===== config.mk =====
export PLATFORM = sky130hd
export DESIGN_NAME = step_sequencer
export DESIGN_NICKNAME = d
export VERILOG_FILES = /design/src/rtl/step_seq_pkg.sv /design/src/rtl/step_cmd_fifo.sv /design/src/rtl/step_sequencer.sv
export SDC_FILE = /design/constraint.sdc
export NUM_CORES = 1
export LEC_CHECK = 0
export ABC_AREA = 1
export CELL_PAD_IN_SITES_DETAIL_PLACEMENT = 0
export CELL_PAD_IN_SITES_GLOBAL_PLACEMENT = 1
export CORE_ASPECT_RATIO = 0.5
export CORE_MARGIN = 2
export CORE_UTILIZATION = 35
export CTS_BUF_LIST = sky130_fd_sc_hd__clkbuf_8
export DETAILED_ROUTE_END_ITERATION = 8
export PLACE_DENSITY = 0.64
export REMOVE_ABC_BUFFERS = 1
export SYNTH_ARGS = -nofsm -noshare
export SYNTH_HDL_FRONTEND = slang
export SYNTH_SLANG_ARGS = --single-unit

===== constraint.sdc =====
create_clock -name clk -period 3.75 [get_ports clk]
set_input_delay 0.75 -clock clk [delete_from_list [all_inputs] [get_ports clk]]
set_output_delay 0.75 -clock clk [all_outputs]
set_load 0.005 [all_outputs]

===== src/rtl/step_seq_pkg.sv =====
// Shared types and default widths for the step/dir motion sequencer.
package step_seq_pkg;

  localparam int unsigned CmdDepthDef = 4;
  localparam int unsigned StepsW      = 16;
  localparam int unsigned PeriodW     = 16;

  typedef enum logic [2:0] {
    StIdle,
    StLoad,
    StDirSetup,
    StPulseHigh,
    StPulseLow
  } state_e;

  typedef struct packed {
    logic               dir;
    logic [StepsW-1:0]  steps;
    logic [PeriodW-1:0] period;
  } cmd_t;

  // A zero-length timing phase is meaningless on the pins, so zero means one cycle.
  function automatic logic [7:0] at_least_one(logic [7:0] v);
    return (v == 8'd0) ? 8'd1 : v;
  endfunction

endpackage


===== src/rtl/step_cmd_fifo.sv =====
// Synchronous command FIFO with occupancy counter and a flush that empties it in one cycle.
module step_cmd_fifo #(
  parameter int unsigned Depth = 4,
  parameter int unsigned Width = 8
) (
  input  logic             clk,
  input  logic             resetn,
  input  logic             flush,
  input  logic             push,
  input  logic [Width-1:0] wdata,
  input  logic             pop,
  output logic [Width-1:0] rdata,
  output logic             full,
  output logic             empty
);

  localparam int unsigned PtrW = $clog2(Depth);
  localparam int unsigned CntW = $clog2(Depth + 1);

  logic [Width-1:0] mem_q [Depth];
  logic [PtrW-1:0]  wr_ptr_q, rd_ptr_q;
  logic [CntW-1:0]  count_q;
  logic             do_push, do_pop;

  assign full    = (count_q == CntW'(Depth));
  assign empty   = (count_q == '0);
  assign do_push = push && !full && !flush;
  assign do_pop  = pop && !empty && !flush;
  assign rdata   = mem_q[rd_ptr_q];

  always_ff @(posedge clk) begin
    if (do_push) begin
      mem_q[wr_ptr_q] <= wdata;
    end
  end

  always_ff @(posedge clk) begin
    if (!resetn || flush) begin
      wr_ptr_q <= '0;
      rd_ptr_q <= '0;
      count_q  <= '0;
    end else begin
      if (do_push) wr_ptr_q <= wr_ptr_q + PtrW'(1);
      if (do_pop)  rd_ptr_q <= rd_ptr_q + PtrW'(1);
      if (do_push && !do_pop)      count_q <= count_q + CntW'(1);
      else if (!do_push && do_pop) count_q <= count_q - CntW'(1);
    end
  end

endmodule


===== src/rtl/step_sequencer.sv =====
// Single-axis step/dir sequencer: queues move commands and emits timed step pulses.
module step_sequencer
  import step_seq_pkg::*;
#(
  parameter int unsigned CMD_DEPTH = CmdDepthDef,
  parameter int unsigned STEPS_W   = StepsW,
  parameter int unsigned PERIOD_W  = PeriodW
) (
  input  logic                clk,
  input  logic                resetn,
  input  logic                cmd_valid,
  output logic                cmd_ready,
  input  logic                cmd_dir,
  input  logic [STEPS_W-1:0]  cmd_steps,
  input  logic [PERIOD_W-1:0] cmd_period,
  input  logic [7:0]          cfg_pulse_width,
  input  logic [7:0]          cfg_dir_setup,
  input  logic                cfg_invert_dir,
  input  logic                halt,
  output logic                step,
  output logic                dir,
  output logic                busy,
  output logic                done,
  output logic [31:0]         position
);

  state_e              state_q;
  cmd_t                cmd_q, fifo_rdata, fifo_wdata;
  logic                fifo_full, fifo_empty, fifo_push, fifo_pop, last_low;
  logic [PERIOD_W-1:0] timer_q, low_len, pw_eff, ds_eff;
  logic [STEPS_W-1:0]  remaining_q;
  logic [7:0]          h_q;
  logic [31:0]         position_q, pos_next;
  logic                dir_log_q, dir_q, step_q, done_q, halt_pend_q;

  assign cmd_ready  = !fifo_full && !halt && resetn;
  assign fifo_push  = cmd_valid && cmd_ready;
  assign fifo_wdata = '{dir: cmd_dir, steps: cmd_steps, period: cmd_period};
  assign last_low   = (state_q == StPulseLow) && (timer_q <= PERIOD_W'(1)) &&
                      (remaining_q == '0);
  // Popping in the final low cycle lets the next command load with no idle gap.
  assign fifo_pop   = !halt && !fifo_empty && ((state_q == StIdle) || last_low);

  assign pw_eff   = PERIOD_W'(at_least_one(cfg_pulse_width));
  assign ds_eff   = PERIOD_W'(at_least_one(cfg_dir_setup));
  assign low_len  = (cmd_q.period > PERIOD_W'(h_q)) ? cmd_q.period - PERIOD_W'(h_q)
                                                    : PERIOD_W'(1);
  assign pos_next = dir_log_q ? position_q + 32'd1 : position_q - 32'd1;

  step_cmd_fifo #(
    .Depth(CMD_DEPTH),
    .Width($bits(cmd_t))
  ) u_fifo (
    .clk   (clk),
    .resetn(resetn),
    .flush (halt),
    .push  (fifo_push),
    .wdata (fifo_wdata),
    .pop   (fifo_pop),
    .rdata (fifo_rdata),
    .full  (fifo_full),
    .empty (fifo_empty)
  );

  always_ff @(posedge clk) begin
    if (!resetn) begin
      state_q     <= StIdle;
      cmd_q       <= '0;
      timer_q     <= '0;
      remaining_q <= '0;
      h_q         <= 8'd1;
      position_q  <= '0;
      dir_log_q   <= 1'b0;
      dir_q       <= cfg_invert_dir;
      step_q      <= 1'b0;
      done_q      <= 1'b0;
      halt_pend_q <= 1'b0;
    end else begin
      done_q <= 1'b0;
      dir_q  <= dir_log_q ^ cfg_invert_dir;
      unique case (state_q)
        StIdle: begin
          halt_pend_q <= 1'b0;
          if (fifo_pop) begin
            cmd_q   <= fifo_rdata;
            state_q <= StLoad;
          end
        end
        StLoad: begin
          if (halt) begin
            state_q <= StIdle;
          end else if (cmd_q.steps == '0) begin
            done_q  <= 1'b1;
            state_q <= StIdle;
          end else if (cmd_q.dir != dir_log_q) begin
            dir_log_q   <= cmd_q.dir;
            dir_q       <= cmd_q.dir ^ cfg_invert_dir;
            remaining_q <= cmd_q.steps;
            timer_q     <= ds_eff;
            state_q     <= StDirSetup;
          end else begin
            state_q     <= StPulseHigh;
            step_q      <= 1'b1;
            timer_q     <= pw_eff;
            h_q         <= at_least_one(cfg_pulse_width);
            position_q  <= pos_next;
            remaining_q <= cmd_q.steps - STEPS_W'(1);
          end
        end
        StDirSetup: begin
          if (halt) begin
            state_q <= StIdle;
          end else if (timer_q <= PERIOD_W'(1)) begin
            state_q     <= StPulseHigh;
            step_q      <= 1'b1;
            timer_q     <= pw_eff;
            h_q         <= at_least_one(cfg_pulse_width);
            position_q  <= pos_next;
            remaining_q <= remaining_q - STEPS_W'(1);
          end else begin
            timer_q <= timer_q - PERIOD_W'(1);
          end
        end
        StPulseHigh: begin
          // A halt here still lets the pulse complete so the driver never sees a runt.
          if (halt) halt_pend_q <= 1'b1;
          if (timer_q <= PERIOD_W'(1)) begin
            step_q <= 1'b0;
            if (halt || halt_pend_q) begin
              state_q <= StIdle;
            end else begin
              timer_q <= low_len;
              state_q <= StPulseLow;
            end
          end else begin
            timer_q <= timer_q - PERIOD_W'(1);
          end
        end
        StPulseLow: begin
          if (halt) begin
            state_q <= StIdle;
          end else if (timer_q <= PERIOD_W'(1)) begin
            if (remaining_q != '0) begin
              state_q     <= StPulseHigh;
              step_q      <= 1'b1;
              timer_q     <= pw_eff;
              h_q         <= at_least_one(cfg_pulse_width);
              position_q  <= pos_next;
              remaining_q <= remaining_q - STEPS_W'(1);
            end else begin
              done_q <= 1'b1;
              if (fifo_pop) begin
                cmd_q   <= fifo_rdata;
                state_q <= StLoad;
              end else begin
                state_q <= StIdle;
              end
            end
          end else begin
            timer_q <= timer_q - PERIOD_W'(1);
          end
        end
        default: state_q <= StIdle;
      endcase
    end
  end

  assign step     = step_q;
  assign dir      = dir_q;
  assign done     = done_q;
  assign position = position_q;
  assign busy     = (state_q != StIdle) || !fifo_empty;

endmodule


==> flow_summary_export.csv <==
group,metric,value,unit
outcome,outcome,"complete, no violations",
setup_path,path_max_fanout,3,
synthesis,synthAdderAreaFrac,4.75,%
die,die_h,144,µm
clock_network,cts_max_path_buffers,3,
routing,wl,36700,µm
pwr,p_leak,6.58,nW
setup_path,cp.required,3000,ps
global_routing,antenna_found_initial,1,
die,die_area,40600,µm²
global_routing,grt_start_max_net_pins,90,
routing,drt-initial-drc-count,725,
setup_path,path_depth,5,
global_routing,grt_usage,17.9,%
routing,routedWlPerCell,15.6,µm
clock_network,clockRootBuffer,"clkbuf_8",
setup_path,ff2ff_path_depth,11,
place,placed_cell_area,15100,µm²
clock_network,clock_latency,590,ps
setup_path,cp_data_arrival_time,2470,ps
routing,first_pass_iters,5,
sta,relSlewSlack,37.3,%
worst_hold_path,whs_path_depth,2,
synthesis,synth_top_family_by_area,"simple AND/OR/NAND/NOR gates",
global_routing,grt_pass1_vias,10900,
sta,finalMaxSlewViolations,0,
sta,fmax,311,MHz
place,place.port_buffers,90,
synthesis,synth.most_common_cell,"nand2_1",
clock_network,cts_resized,0,
worst_hold_path,hold_class,"reg2reg",
global_routing,grt_pass1_wl,58100,µm
routing,viasPerCell,4.84,
synthesis,synth_top_area_share,29.1,%
synthesis,postSynthAreaPerCell,8.05,µm²
setup_path,path_class,"in2out",
setup_path,crit_path_frequent_cell,"clkdlybuf4s50_1",
clock_network,htreeDepth,2,
sta,final-hold-violation-count,0,
synthesis,netlist_instances,1694,
sta,rsz0062_at_grt,"no",
setup_path,startpoint_type,"input port",
layout,area_delta_synth_final,16.3,%
die,core_area,38700,µm²
clock_network,cts_buffers,41,
setup_path,cp.buffers_inverters,3,
sta,finalSetupTns,0,ps
routing,antenna_left,0,
synthesis,synthMuxAreaShare,0,%
sta,fin_crit,3220,ps
pwr,powerDensity,800,nW/µm²
setup_path,critPathMaxStageDelay,570,ps
die,die_w,283,µm
clock_network,cts_setup_buffers,0,
pwr,vdd_ir_drop_max,0.273,mV
clock_network,clock-sinks,254,
synthesis,synth_area_leaders,"edfxtp_1, dfxtp_1, nand2_1",
die,initial_utilization,35.3,%
routing,via_count,11400,
place,gp_congestion,0.860,
layout,final_area,15900,µm²
synthesis,synth_top_cells_by_count,"nand2_1, nor2_1, a21oi_1, inv_1, edfxtp_1",
run,max_cap_viol_count,0,
synthesis,ys_ff_latch,254,
routing,drc_errors,0,
sta,period_share,85.8,%
synthesis,yosys_most_used_dff,"edfxtp_1",
clock_network,cts_tree,"built",
sta,setup_viol,0,
synthesis,synth_compound_area_share,15.9,%
sta,skew,33.9,ps
synthesis,synthArstFlopShare,0,%
setup_path,worst_setup_path_end_kind,"primary output",
synthesis,yosys.area_share.simple,22.3,%
synthesis,synth.distinct_cells,46,
clock_network,ctsHoldBuffers,0,
die,rows,51,
synthesis,synth_xor_area_share,3.60,%
clock_network,clk_pin_slew,60,ps
synthesis,yosys.area.top_type,"edfxtp_1",
synthesis,ys_seq_area_share,47.0,%
setup_path,crit_chain,"clkdlybuf4s50_1 -> nor2_1 -> inv_1 -> a31oi_1 -> clkdlybuf4s50_1",
synthesis,yosys_warnings,0,
synthesis,synth_edf_count,132,
layout,fin_nets,1893,
die,io-pin-count,91,
setup_path,cp_slowest_cell,"clkdlybuf4s50_1",
place,dpl.hpwl,25800,µm
synthesis,syn_area,13600,µm²
global_routing,grt_overflow,0,
setup_path,path_delay_family,"buffers and inverters",
layout,drive_gt1_share,6.11,%
sta,worst_pin_slew,939,ps
area by class of cell:
| type | instances | area, µm² |
|---|---|---|
| Timing Repair Buffer | 112 | 1060 |
| Tap cell | 530 | 663 |
| Fill cell | 3914 | 22800 |
| Sequential cell | 254 | 6410 |
| Multi-Input combinational cell | 1225 | 6350 |
| Inverter | 155 | 582 |
| Clock buffer | 47 | 647 |
| Clock inverter | 25 | 145 |
| Antenna cell | 1 | 2.50 |
where the power goes:
part           switching [W]  internal (W)
combinational        0.00439       0.00241
sequential          0.000269       0.00325
clock                0.00116       0.00122
worst min-delay path, delay by kind of cell (launching register included):
family,cells,cell delay (ps)
DFF,1,300
and+or+nand+nor,1,60
AOI/OAI and AO/OA,1,50
cells by family (layout without fill, tap and decap cells):
group | Yosys count | after routing
and+or+nand+nor | 730 | 730
AOI/OAI and AO/OA | 389 | 389
DFF | 254 | 254
buffers and inverters | 215 | 339
xor gates and xnor gates | 56 | 56
adders and majority gates | 50 | 50
other | 0 | 1
per-stage QoR:
stage / hold WS [ps] / instances / total power, W / util [%] / setup WS (ps)
floorplan: 433 / 1634 / 0.00847 / - / 151
global placement: 438 / 2276 / 0.0103 / 39.0 / 458
detailed placement: 449 / 2276 / 0.0104 / 39.0 / 426
CTS: 462 / 2348 / 0.0128 / 41.0 / 515
global route: 479 / 2349 / 0.0139 / 41.0 / 430
finish: 460 / 2349 / 0.0127 / 41.0 / 533
path summary, 6_finish.rpt:
path         slack [ps]            start         endpoint
min                 460  remaining_q[13]  remaining_q[13]
min reg2reg         460  remaining_q[13]  remaining_q[13]
max reg2reg         700        dir_log_q     position[29]
max                 530             halt        cmd_ready
placed cells by master, fill, tap and decap left out, drive strengths merged, types with 4 or more instances in the layout:
| cell | count |
|---|---|
| nand2 | 385 |
| nor2 | 226 |
| a21oi | 180 |
| inv | 170 |
| o21ai | 142 |
| edfxtp | 132 |
| dfxtp | 122 |
| clkdlybuf4s50 | 89 |
| nand3 | 72 |
| ha | 47 |
| clkbuf | 47 |
| xor2 | 34 |
| a32oi | 33 |
| buf | 23 |
| xnor2 | 22 |
| nand4 | 19 |
| nor3 | 16 |
| clkinv | 9 |
| a21o | 6 |
| o21a | 5 |
| o211ai | 5 |
| nand3b | 4 |
| o21bai | 4 |
| a22oi | 4 |
layer usage:
| layer | part of all wire (%) | GRT usage (%) | vias to the layer above |
|---|---|---|---|
| met2 | 45 | 30.2 | 222 |
| met3 | 4.4 | 3.48 | 40 |
| li1 | - | - | 5934 |
| met1 | 49 | 24.1 | 5177 |
| met4 | 1.3 | 3.45 | 0 |
| met5 | 0 | 0 | - |
sequential cells by signal, summed over array words and instances, names as in the netlist, named ones only:
register,count
position,32
cmd_q,33
timer_q,16
u_fifo.wr_ptr_q,2
dir,1
step,1
u_fifo.count_q,3
h_q,8
halt_pend_q,1
u_fifo.mem_q,132
dir_log_q,1
state_q,3
u_fifo.rd_ptr_q,2
done,1
remaining_q,16
No activity file was read; power rests on OpenSTA's default activity.
